<file path="config.mk">
export PLATFORM = sky130hd
export DESIGN_NAME = chk_console_tx
export DESIGN_NICKNAME = d
export VERILOG_FILES = /design/src/rtl/chk_console_tx.sv
export SDC_FILE = /design/constraint.sdc
export NUM_CORES = 1
export LEC_CHECK = 0
export CAP_MARGIN = 30
export CORE_MARGIN = 2
export CORE_UTILIZATION = 60
export CTS_CLUSTER_DIAMETER = 40
export CTS_CLUSTER_SIZE = 12
export DETAILED_ROUTE_END_ITERATION = 10
export PLACE_DENSITY = 0.84
export SKIP_LAST_GASP = 1
export SLEW_MARGIN = 15
export SYNTH_ARGS = -nofsm -noshare
export SYNTH_HDL_FRONTEND = slang
export SYNTH_SLANG_ARGS = --single-unit
export TNS_END_PERCENT = 50
</file>
<file path="constraint.sdc">
create_clock -name wb_clk_i -period 6.2 [get_ports wb_clk_i]
set_clock_uncertainty 0.15 [all_clocks]
set_input_delay 0.62 -clock wb_clk_i [delete_from_list [all_inputs] [get_ports wb_clk_i]]
set_output_delay 0.62 -clock wb_clk_i [all_outputs]
set_load 0.02 [all_outputs]
</file>
<file path="src/rtl/chk_console_tx.sv">
`default_nettype none
// ============================================================================
// Module : chk_console_tx
// Brief  : Serialises queued console commands into held 16-bit checkbit codes.
// Rev    : 1.0
// ============================================================================
module chk_console_tx #(
    parameter int HOLD_CYCLES = 16,
    parameter int GAP_CYCLES  = 4,
    parameter int FIFO_DEPTH  = 4
) (
    input  logic                          wb_clk_i,
    input  logic                          wb_rst_i,
    input  logic                          cmd_valid_i,
    output logic                          cmd_ready_o,
    input  logic [1:0]                    cmd_type_i,
    input  logic [7:0]                    cmd_data_i,
    output logic [15:0]                   chk_o,
    output logic                          busy_o,
    output logic                          done_o,
    output logic [$clog2(FIFO_DEPTH):0]   fifo_level_o
);

    localparam int c_PTR_W   = $clog2(FIFO_DEPTH);
    localparam int c_MAX_CYC = (HOLD_CYCLES > GAP_CYCLES) ? HOLD_CYCLES : GAP_CYCLES;
    localparam int c_CNT_W   = $clog2(c_MAX_CYC) + 1;
    localparam logic [c_CNT_W-1:0] c_HOLD_LOAD = c_CNT_W'(HOLD_CYCLES - 1);
    localparam logic [c_CNT_W-1:0] c_GAP_LOAD  = c_CNT_W'(GAP_CYCLES - 1);
    localparam logic [1:0] c_TYPE_CHAR  = 2'd0;
    localparam logic [1:0] c_TYPE_START = 2'd1;
    localparam logic [1:0] c_TYPE_PASS  = 2'd2;

    typedef enum logic [1:0] {
        ST_IDLE = 2'd0,
        ST_SHOW = 2'd1,
        ST_GAP  = 2'd2,
        ST_DONE = 2'd3
    } state_t;

    logic [9:0]          r_mem [FIFO_DEPTH];
    logic [c_PTR_W:0]    r_wr_ptr;
    logic [c_PTR_W:0]    r_rd_ptr;
    state_t              r_state;
    state_t              w_state_nxt;
    logic [c_CNT_W-1:0]  r_cnt;
    logic [c_CNT_W-1:0]  w_cnt_nxt;
    logic [15:0]         r_chk;
    logic [15:0]         w_chk_nxt;
    logic                r_final;
    logic                w_final_nxt;
    logic                w_pop;
    logic                w_push;
    logic                w_empty;
    logic                w_full;
    logic [9:0]          w_head;
    logic [15:0]         w_head_code;
    logic                w_head_final;

    // Extra wrap bit on each pointer separates full from empty.
    assign w_empty = (r_wr_ptr == r_rd_ptr);
    assign w_full  = (r_wr_ptr[c_PTR_W] != r_rd_ptr[c_PTR_W]) &&
                     (r_wr_ptr[c_PTR_W-1:0] == r_rd_ptr[c_PTR_W-1:0]);

    assign cmd_ready_o  = !w_full && (r_state != ST_DONE);
    assign w_push       = cmd_valid_i && cmd_ready_o;
    assign fifo_level_o = r_wr_ptr - r_rd_ptr;
    assign done_o       = (r_state == ST_DONE);
    assign busy_o       = (r_state != ST_DONE) && (!w_empty || (r_state != ST_IDLE));
    assign chk_o        = r_chk;

    assign w_head       = r_mem[r_rd_ptr[c_PTR_W-1:0]];
    assign w_head_final = w_head[9];  // pass and fail both have type bit 1 set

    always_comb begin
        w_head_code = 16'hAF00;
        case (w_head[9:8])
            c_TYPE_CHAR:  w_head_code = {8'hA1, w_head[7:0]};
            c_TYPE_START: w_head_code = 16'hA000;
            c_TYPE_PASS:  w_head_code = 16'hAB00;
            default:      w_head_code = 16'hAF00;
        endcase
    end

    always_ff @(posedge wb_clk_i) begin
        if (w_push) begin
            r_mem[r_wr_ptr[c_PTR_W-1:0]] <= {cmd_type_i, cmd_data_i};
        end
    end

    always_ff @(posedge wb_clk_i) begin
        if (wb_rst_i) begin
            r_wr_ptr <= '0;
            r_rd_ptr <= '0;
        end else begin
            if (w_push) r_wr_ptr <= r_wr_ptr + 1'b1;
            if (w_pop)  r_rd_ptr <= r_rd_ptr + 1'b1;
        end
    end

    always_ff @(posedge wb_clk_i) begin
        if (wb_rst_i) begin
            r_state <= ST_IDLE;
            r_cnt   <= '0;
            r_chk   <= 16'h0000;
            r_final <= 1'b0;
        end else begin
            r_state <= w_state_nxt;
            r_cnt   <= w_cnt_nxt;
            r_chk   <= w_chk_nxt;
            r_final <= w_final_nxt;
        end
    end

    always_comb begin
        w_state_nxt = r_state;
        w_cnt_nxt   = r_cnt;
        w_chk_nxt   = r_chk;
        w_final_nxt = r_final;
        w_pop       = 1'b0;
        case (r_state)
            ST_IDLE: begin
                w_chk_nxt = 16'h0000;
                if (!w_empty) begin
                    w_pop       = 1'b1;
                    w_chk_nxt   = w_head_code;
                    w_final_nxt = w_head_final;
                    w_cnt_nxt   = c_HOLD_LOAD;
                    w_state_nxt = ST_SHOW;
                end
            end
            ST_SHOW: begin
                if (r_cnt == '0) begin
                    if (r_final) begin
                        w_state_nxt = ST_DONE;
                        w_cnt_nxt   = '0;
                    end else begin
                        w_chk_nxt   = 16'h0000;
                        w_cnt_nxt   = c_GAP_LOAD;
                        w_state_nxt = ST_GAP;
                    end
                end else begin
                    w_cnt_nxt = r_cnt - c_CNT_W'(1);
                end
            end
            ST_GAP: begin
                if (r_cnt == '0) begin
                    // Back-to-back reload keeps the stream period at hold + gap.
                    if (!w_empty) begin
                        w_pop       = 1'b1;
                        w_chk_nxt   = w_head_code;
                        w_final_nxt = w_head_final;
                        w_cnt_nxt   = c_HOLD_LOAD;
                        w_state_nxt = ST_SHOW;
                    end else begin
                        w_cnt_nxt   = '0;
                        w_state_nxt = ST_IDLE;
                    end
                end else begin
                    w_cnt_nxt = r_cnt - c_CNT_W'(1);
                end
            end
            default: begin
                w_state_nxt = ST_DONE;
            end
        endcase
    end

endmodule
`default_nettype wire

</file>
==> results.toml, run 1 <==
[floorplanning]
die_area_sq_um = 5727
die_h_um = 75.68
die_w_um = 75.68
initial_core_util_pct = 61.14
num_io_pins = 35
rows = 26
core-area_sq_um = 5042

[clock_network]
ctsLongestPathBuffers = 2
cts.sinks = 68
cts_buffers = 9
cts_setup_buffers = 0
cts_hold_buf = 0
clock_latency_ns = 0.34
htree_levels = 3
cts.reportedPaths.clkPinSlew_ns = 0.07
cts.root.buffer_cell = "clkbuf_8"
cts_tree = "done"
cts_resized = 0

[sta]
rsz0062_at_grt = "false"
post-route-min-period_ns = 3.534
fmax_mhz = 283.0
tightest_slew_ns = 0.7348
fin_ws_ns = 2.666
relSlewSlack_pct = 50.86
post-route-period-util_pct = 57.00
slew_viol_final = 0
holdWs_ns = 0.3257
hold_viol = 0
setup_tns_ns = 0
finalSetupViolations = 0

[worst_hold_path]
hold_end = "chk_o[4]"
min-delay-start = "chk_o[4]"
hp-class = "register to register"
whs_path_depth = 1

[synth]
synthFlopType = "edfxtp_1"
synthArstFlopShare_pct = 0
avgSynthCellArea_sq_um = 13.18
syn_inst = 234
synth.distinct_cells = 49
synth_edf_count = 40
yosysSeqAreaShare_pct = 57.14
yosys_warnings = 0
ys_ff_latch = 68
synth_area_sq_um = 3083

[global_routing]
use_met1_pct = 31.43
grt_pass1_vias = 1905
grt-ovfl-total = 0
use_met3_pct = 5.688
grt_util_met2_pct = 36.04
antenna_found_initial = 0
grt_pass1_wl_um = 9356
busiest_layer = "met2"
grt.total_usage_pct = 23.10
grt_max_degree = 19

[critical_path]
cp.depth = 5
crit_family = "buffers and inverters"
r2r-start = "r_wr_ptr[0]"
cp_data_required_time_ns = 5.43
max_stage_delay_ns = 0.74
cp.arrival_ns = 2.76
cp-start-kind = "register"
crit_type = "register to output pin"
worstRegToRegCells = 5
crit_buf_inv = 2
reg2reg_to = "r_mem[1][1]"
cp_max_fo = 11
regToRegSetupSlack_ns = 3.53
path_cells = "inv_1 > ha_1 > and2_1 > a31oi_1 > clkdlybuf4s50_1"
end_kind = "output pin"
crit_slowest_cell = "clkdlybuf4s50_1"

[finish]
area_growth_syn_to_layout_pct = 17.45
finalNetCount = 293
n_antenna_cell = 0
drive_gt1_share_pct = 9.963
final_util_pct = 71.81
layout_commonest_cell = "edfxtp_1"
layout_common_cells = "edfxtp_1 (40), clkdlybuf4s50_1 (32), dfxtp_1 (28)"

[power_and_ir_drop]
powerDensity_nw_per_um2 = 429.2
leakage_nw = 1.315
irDropWorstVdd_v = 0.0002507

[route]
drt_iter0_drc = 208
drc = 0
ant_nets = 0
dr.pass1.iters = 4
routedWlPerCell_um = 16.82
postRouteWirelength_um = 5737
vias_per_cell = 5.701
vias = 1944

[place]
preCtsSetupSlack_ns = 3.065
numPortBuffers = 32
routabilityCongestion = 0.8393
hpwlAfterDp_um = 3971

[run_status]
status = "finished, final reports clean"

[run]
cap_violations = 0
-- cell families (layout without fill, tap and decap cells) --
group	Yosys count	count (layout)	share of synthesized area, %
adders and majority gates	14	14	5.925
muxes	13	13	9.456
AOI/OAI and AO/OA	55	55	11.89
other	1	2	0.1216
DFF	68	68	57.14
xor gates and xnor gates	4	4	1.137
buffers and inverters	32	68	5.276
and+or+nand+nor	47	47	9.051
-- cell type report --
type                            count  area (sq um)
Fill cell                         338          1421
Clock inverter                      7         90.09
Clock buffer                        9         123.9
Tap cell                           70         87.58
Sequential cell                    68          1762
Multi-Input combinational cell    135          1162
Timing Repair Buffer               32         320.3
Inverter                           20         75.07
-- per-stage QoR --
step | std cells | cell area [sq um] | total power, mW
6_report | 341 | 3621 | 1.554
5_1_grt | 341 | 3621 | 1.651
4_1_cts | 341 | 3621 | 1.559
3_5_place_dp | 325 | 3407 | 1.166
3_3_place_gp | 325 | 3407 | 1.155
2_1_floorplan | 235 | 3087 | 1.013
-- power by group --
group	internal, mW	switching, mW	total (mW)
clock network	0.225	0.167	0.392
logic	0.244	0.316	0.560
registers	0.545	0.0572	0.603
total	1.01	0.540	1.55
-- state kept, by name, indices dropped and copies added, names as in the netlist, named ones only --
signal,flops
chk_o,12
r_cnt,5
r_final,1
r_mem,40
r_rd_ptr,3
r_state,2
r_wr_ptr,3
-- per-layer routing --
| layer | vias up | part of all wire (%) |
|---|---|---|
| met1 | 939 | 45 |
| met4 | 0 | 1.3 |
| met5 | - | 0 |
| met2 | 64 | 50 |
| li1 | 935 | - |
| met3 | 6 | 4.4 |
-- cells in the mapped netlist, drive strengths merged (2+ instances only) --
| cell type | instances | area, sq um |
|---|---|---|
| a211oi | 3 | 27.52 |
| a21oi | 15 | 75.07 |
| a31oi | 3 | 18.77 |
| a32o | 2 | 20.02 |
| and2 | 6 | 37.54 |
| buf | 9 | 66.31 |
| clkbuf | 3 | 21.27 |
| dfxtp | 28 | 560.5 |
| edfxtp | 40 | 1201 |
| ha | 13 | 162.7 |
| inv | 20 | 75.07 |
| mux2 | 2 | 22.52 |
| mux4 | 10 | 259.0 |
| nand2 | 7 | 26.28 |
| nand2b | 3 | 18.77 |
| nand3 | 9 | 50.05 |
| nand4 | 3 | 18.77 |
| nor2 | 9 | 33.78 |
| nor2b | 2 | 12.51 |
| nor3 | 3 | 20.02 |
| o21a | 2 | 15.01 |
| o21ai | 14 | 73.82 |
| o221ai | 2 | 17.52 |
| o2bb2ai | 8 | 70.07 |
| xnor2 | 3 | 26.28 |
-- worst max-delay path by stage --
stage | slack [ns] | start | end
floorplan | 3.86 | r_wr_ptr[0] | r_mem[3][0]
global placement | 3.11 | r_wr_ptr[0] | busy_o
finish | 2.67 | r_wr_ptr[0] | busy_o
detailed placement | 3.06 | r_wr_ptr[0] | busy_o
CTS | 2.69 | r_wr_ptr[0] | busy_o
global route | 2.50 | r_wr_ptr[0] | busy_o
-- worst register-to-register path, cell delays in order (launching register included) --
cell and delay, ns:
dfxtp_1 0.41, inv_1 0.11, ha_1 0.33, and2_1 0.23, a211oi_2 0.52, and2_1 0.55
(Power assumes the default switching activity.)
==> run 2: changes to the inputs <==
--- a/config.mk
+++ b/config.mk
@@ -7,11 +7,11 @@
 export LEC_CHECK = 0
 export CAP_MARGIN = 30
 export CORE_MARGIN = 2
-export CORE_UTILIZATION = 60
+export CORE_UTILIZATION = 55
 export CTS_CLUSTER_DIAMETER = 40
 export CTS_CLUSTER_SIZE = 12
 export DETAILED_ROUTE_END_ITERATION = 10
-export PLACE_DENSITY = 0.84
+export PLACE_DENSITY = 0.78
 export SKIP_LAST_GASP = 1
 export SLEW_MARGIN = 15
 export SYNTH_ARGS = -nofsm -noshare
==> constraint.sdc (replaced) <==
create_clock -name wb_clk_i -period 3.65 [get_ports wb_clk_i]
set_clock_uncertainty 0.15 [all_clocks]
set_input_delay 0.365 -clock wb_clk_i [delete_from_list [all_inputs] [get_ports wb_clk_i]]
set_output_delay 0.365 -clock wb_clk_i [all_outputs]
set_load 0.02 [all_outputs]
==> run 2 against run 1 <==
Worst hold slack got worse by 0.013 ns. Critical endpoint unchanged. Clock-buffer cell count rose by 1. Worst setup slack got worse by 1.9 ns. First-iteration DRC count decreased by 34%. Highest routed layer unchanged.
==> results.toml, run 2 (synthesis results as in run 1) <==
[route]
ant_nets = 0
postRouteWirelength_um = 5448
vias_per_cell = 5.512
dr.pass1.iters = 4
drt_iter0_drc = 138
vias = 1896
drc = 0
routedWlPerCell_um = 15.84

[finish]
n_antenna_cell = 0
drive_gt1_share_pct = 9.926
final_util_pct = 65.89
largest_reg_flops = 40
nFillCells = 433
layout_common_cells = "edfxtp_1 (40), clkdlybuf4s50_1 (32), dfxtp_1 (28)"
finish.instance_area_sq_um = 3606
ff_latch_area_sq_um = 1762
area_growth_syn_to_layout_pct = 16.96
layout_commonest_cell = "edfxtp_1"
final_cells = 344
finalNetCount = 295
multi_input_area_sq_um = 1162

[floorplanning]
rows = 27
initial_core_util_pct = 56.33
die_h_um = 78.87
core-area_sq_um = 5473
num_io_pins = 35
die_w_um = 78.87
die_area_sq_um = 6220

[global_routing]
grt_max_degree = 18
grt.total_usage_pct = 19.31
grt_pass1_vias = 1860
grt_pass1_wl_um = 8907
antenna_found_initial = 0
grt-ovfl-total = 0

[clock_network]
ctsLongestPathBuffers = 2
cts.root.buffer_cell = "clkbuf_8"
cts_setup_buffers = 0
cts.sinks = 68
cts_tree = "done"
cts_hold_buf = 0
htree_levels = 3
cts_buffers = 9
clock_latency_ns = 0.34
cts.reportedPaths.clkPinSlew_ns = 0.07
cts_resized = 0

[critical_path]
end_kind = "output pin"
cp.arrival_ns = 2.37
crit_type = "register to output pin"
crit_buf_inv = 3
cp_max_fo = 11
max_stage_delay_ns = 0.61
cp-start-kind = "register"
cp.depth = 6
path_cells = "inv_1 > ha_1 > and2_1 > a31oi_1 > buf_4 > clkdlybuf4s50_1"
worstRegToRegCells = 5
crit_family = "buffers and inverters"
cp_data_required_time_ns = 3.13
crit_slowest_cell = "clkdlybuf4s50_1"

[sta]
tightest_slew_ns = 0.6091
hold_viol = 0
post-route-min-period_ns = 2.889
slew_viol_final = 0
post-route-period-util_pct = 79.15
relSlewSlack_pct = 59.08
finalSetupViolations = 0
fmax_mhz = 346.1
setup_tns_ns = 0
rsz0062_at_grt = "false"

[place]
dp_cells = 329
routabilityCongestion = 0.8338
hpwlAfterDp_um = 3715
dpl_cell_area_sq_um = 3425
numPortBuffers = 32

[power_and_ir_drop]
irDropWorstVdd_v = 0.0003728
leakage_nw = 1.303
powerDensity_nw_per_um2 = 711.0

[run_status]
status = "finished, final reports clean"

[worst_hold_path]
hp-class = "register to register"
whs_path_depth = 1

[run]
cap_violations = 0
[run 2: stage by stage]
step | setup slack, ns | power [mW] | hold WS (ns)
floorplan | 1.315 | 1.721 | 0.3139
global placement | 1.171 | 1.973 | 0.2995
detailed placement | 1.074 | 1.995 | 0.2991
CTS | 0.7521 | 2.576 | 0.3181
global route | 0.6202 | 2.723 | 0.3416
finish | 0.7611 | 2.564 | 0.3129
[run 2: worst paths after layout]
path                from     endpoint  slack [ns]
max          r_wr_ptr[0]       busy_o        0.76
max reg2reg  r_wr_ptr[0]  r_mem[3][0]        1.09
min reg2reg     chk_o[5]     chk_o[5]        0.31
min             chk_o[5]     chk_o[5]        0.31
[run 2: cell type report]
type	count	area share, %
sequential	68	48.85
multi-input combinational	135	32.23
timing repair buffer	34	9.299
clock buffer	10	3.539
tap	72	2.498
inverter	20	2.082
clock inverter	5	1.492
[run 2: worst reg2reg max path, stage by stage (launching register included)]
cell and delay [ns]:
dfxtp_1 0.39, inv_1 0.10, ha_1 0.33, and2_1 0.23, a211oi_2 0.47, and2_1 0.53
[run 2: layer usage]
metal / global-route usage (%) / share of wire (%)
met2: 29.57 / 47
met4: 8.103 / 2.0
met5: 0 / 0
met1: 26.05 / 47
met3: 5.455 / 3.7
[run 2: power breakdown]
group          total, mW  switching, mW  internal, mW  leakage, nW
Clock              0.579          0.270         0.308       0.0858
Sequential          1.02         0.0948         0.926        0.596
Combinational      0.964          0.538         0.426        0.621
==> run 3: changes to the inputs <==
--- a/config.mk
+++ b/config.mk
@@ -7,11 +7,11 @@
 export LEC_CHECK = 0
 export CAP_MARGIN = 30
 export CORE_MARGIN = 2
-export CORE_UTILIZATION = 55
+export CORE_UTILIZATION = 50
 export CTS_CLUSTER_DIAMETER = 40
 export CTS_CLUSTER_SIZE = 12
 export DETAILED_ROUTE_END_ITERATION = 10
-export PLACE_DENSITY = 0.78
+export PLACE_DENSITY = 0.75
 export SKIP_LAST_GASP = 1
 export SLEW_MARGIN = 15
 export SYNTH_ARGS = -nofsm -noshare
==> constraint.sdc (replaced) <==
create_clock -name wb_clk_i -period 2.35 [get_ports wb_clk_i]
set_clock_uncertainty 0.15 [all_clocks]
set_input_delay 0.235 -clock wb_clk_i [delete_from_list [all_inputs] [get_ports wb_clk_i]]
set_output_delay 0.235 -clock wb_clk_i [all_outputs]
set_load 0.02 [all_outputs]
==> run 3 against run 2 <==
The run now ends with setup timing left. Largest cell class unchanged. Register-to-register slack worse by 0.88 ns. Sequential share of layout area down 1.7 points. Sequential power is 53% higher. Combinational power grew 65%. Die area is 9.5% higher. Clock-buffer cell count down 1. Core utilization shrank 3.2 points. Sequential cell count unchanged. Clock power increased by 71%. Cell area is 3.5% higher.
==> results.toml, run 3 (synthesis results as in run 1) <==
[place]
dp_cells = 345
hpwlAfterDp_um = 3949
dpl_cell_area_sq_um = 3526
routabilityCongestion = 0.8066
numPortBuffers = 32

[route]
routedWlPerCell_um = 15.78
dr.pass1.iters = 4
postRouteWirelength_um = 5697
drc = 0
drt_iter0_drc = 105
vias_per_cell = 5.421
ant_nets = 0
vias = 1957

[clock_network]
cts_setup_buffers = 0
cts.root.buffer_cell = "clkbuf_8"
clock_latency_ns = 0.35
htree_levels = 3
cts.sinks = 68
cts_buffers = 9
ctsLongestPathBuffers = 2
cts_tree = "done"
cts.reportedPaths.clkPinSlew_ns = 0.08

[sta]
post-route-period-util_pct = 103.3
rsz0062_at_grt = "true"
fin_ws_ns = -0.07834
slew_viol_final = 0
post-route-min-period_ns = 2.428
relSlewSlack_pct = 66.90
tightest_slew_ns = 0.4943
finalSetupViolations = 1
hold_viol = 0
fmax_mhz = 411.8
holdWs_ns = 0.3139

[finish]
multi_input_area_sq_um = 1162
largest_reg_flops = 40
final_util_pct = 62.69
finish.instance_area_sq_um = 3734
nFillCells = 471
ff_latch_area_sq_um = 1762
layout_common_cells = "edfxtp_1 (40), clkdlybuf4s50_1 (29), dfxtp_1 (28)"
n_antenna_cell = 0
finalNetCount = 308
area_growth_syn_to_layout_pct = 21.10
final_cells = 361
drive_gt1_share_pct = 15.03
layout_commonest_cell = "edfxtp_1"

[power_and_ir_drop]
pwr-share-seq_pct = 37.6
p_comb_share_pct = 38.5
p_sw_mw = 1.483
irDropWorstVdd_v = 0.0005685
leakage_nw = 1.391
powerDensity_nw_per_um2 = 1110
p_int_mw = 2.660
pwr-share-clk_pct = 23.9
switching_share_pct = 35.80

[global_routing]
use_met3_pct = 5.870
grt_max_degree = 17
grt_util_met2_pct = 31.21
grt_pass1_wl_um = 9190
antenna_found_initial = 0
grt.total_usage_pct = 18.61
use_met1_pct = 23.40
busiest_layer = "met2"
grt-ovfl-total = 0
grt_pass1_vias = 1919

[critical_path]
cp_max_fo = 3
crit_slowest_cell = "clkdlybuf4s50_1"
cp_data_required_time_ns = 1.97
max_stage_delay_ns = 0.59
startpoint = "r_wr_ptr[0]"
reg2reg_to = "r_mem[3][9]"
crit_path_frequent_cell = "inv_1"
end_kind = "output pin"
regToRegSetupSlack_ns = 0.21
worstRegToRegCells = 6
cp.arrival_ns = 2.04
crit_path_end = "fifo_level_o[1]"
r2r-start = "r_wr_ptr[0]"
path_cells = "inv_1 > ha_1 > fa_1 > inv_1 > clkdlybuf4s50_1"
cp-start-kind = "register"
crit_type = "register to output pin"

[run_status]
violations = "setup timing"
status = "complete, but fails checks"

[worst_hold_path]
hp-class = "register to register"

[floorplanning]
die_area_sq_um = 6810
die_h_um = 82.53
num_io_pins = 35
initial_core_util_pct = 51.76
core-area_sq_um = 5956
rows = 28
die_w_um = 82.53

[run]
cap_violations = 0
==> run 3: cell count changes in the layout (fill, tap and decap cells not counted), moves of 2 or more <==
cell and delta:
clkinv_4 +2, dlygate4sd2_1 +2, buf_4 +13, clkdlybuf4s50_1 -3, inv_6 +2
==> run 3: layer usage <==
| layer | wire, um | share of wire (%) | up-vias |
|---|---|---|---|
| met5 | 0 | 0 | - |
| met4 | 64 | 1.1 | 0 |
| met3 | 279 | 4.9 | 5 |
| met2 | 2878 | 51 | 50 |
| met1 | 2476 | 43 | 933 |
| li1 | - | - | 969 |
==> run 3: worst min path at each step <==
| stage | startpoint | end | slack, ns | cells past startpoint |
|---|---|---|---|---|
| 4_1_cts | chk_o[1] | chk_o[1] | 0.32 | 1 |
| 5_1_grt | chk_o[1] | chk_o[1] | 0.35 | 1 |
| 6_report | chk_o[1] | chk_o[1] | 0.31 | 1 |
| 3_3_place_gp | chk_o[1] | chk_o[1] | 0.30 | 1 |
| 2_1_floorplan | cmd_data_i[0] | r_mem[0][0] | 0.18 | 0 |
| 3_5_place_dp | chk_o[1] | chk_o[1] | 0.30 | 1 |
==> run 3: cell type report <==
cell class | instances | area share [%]
Clock inverter | 7 | 2.245
Multi-Input combinational cell | 135 | 31.13
Inverter | 20 | 2.011
Sequential cell | 68 | 47.19
Timing Repair Buffer | 47 | 11.60
Clock buffer | 9 | 3.318
Tap cell | 75 | 2.513
==> run 3: critical path, delay by kind of cell (launching register included) <==
family / cells / cell delay [ns]
adders and majority gates: 2 / 0.63
buffers and inverters: 3 / 0.73
DFF: 1 / 0.34
==> run 3: repair_timing <==
action / CTS / global route
endpoints found under the setup margin: 4 / 3
gates resized for setup: 2 / 1
gates cloned: 0 / 0
hold buffers: 0 / 0
==> run 3: power groups by stage <==
| stage | registers [mW] | logic (mW) | clock network (mW) |
|---|---|---|---|
| final | 1.56 | 1.59 | 0.991 |
| after global placement | 1.58 | 1.58 | 0 |
| after CTS | 1.56 | 1.60 | 1.01 |
| after detailed placement | 1.59 | 1.60 | 0 |
| after floorplan | 1.60 | 1.08 | 0 |
| after global routing | 1.58 | 1.77 | 1.06 |
==> run 3: through the flow <==
step | setup WS (ns) | total power [mW] | TNS, ns
2_1_floorplan | 0.01450 | 2.673 | 0
5_1_grt | -0.1653 | 4.413 | -0.2166
3_3_place_gp | 0.1721 | 3.155 | 0
4_1_cts | -0.1373 | 4.168 | -0.2434
3_5_place_dp | 0.1401 | 3.181 | 0
6_report | -0.07834 | 4.143 | -0.07834
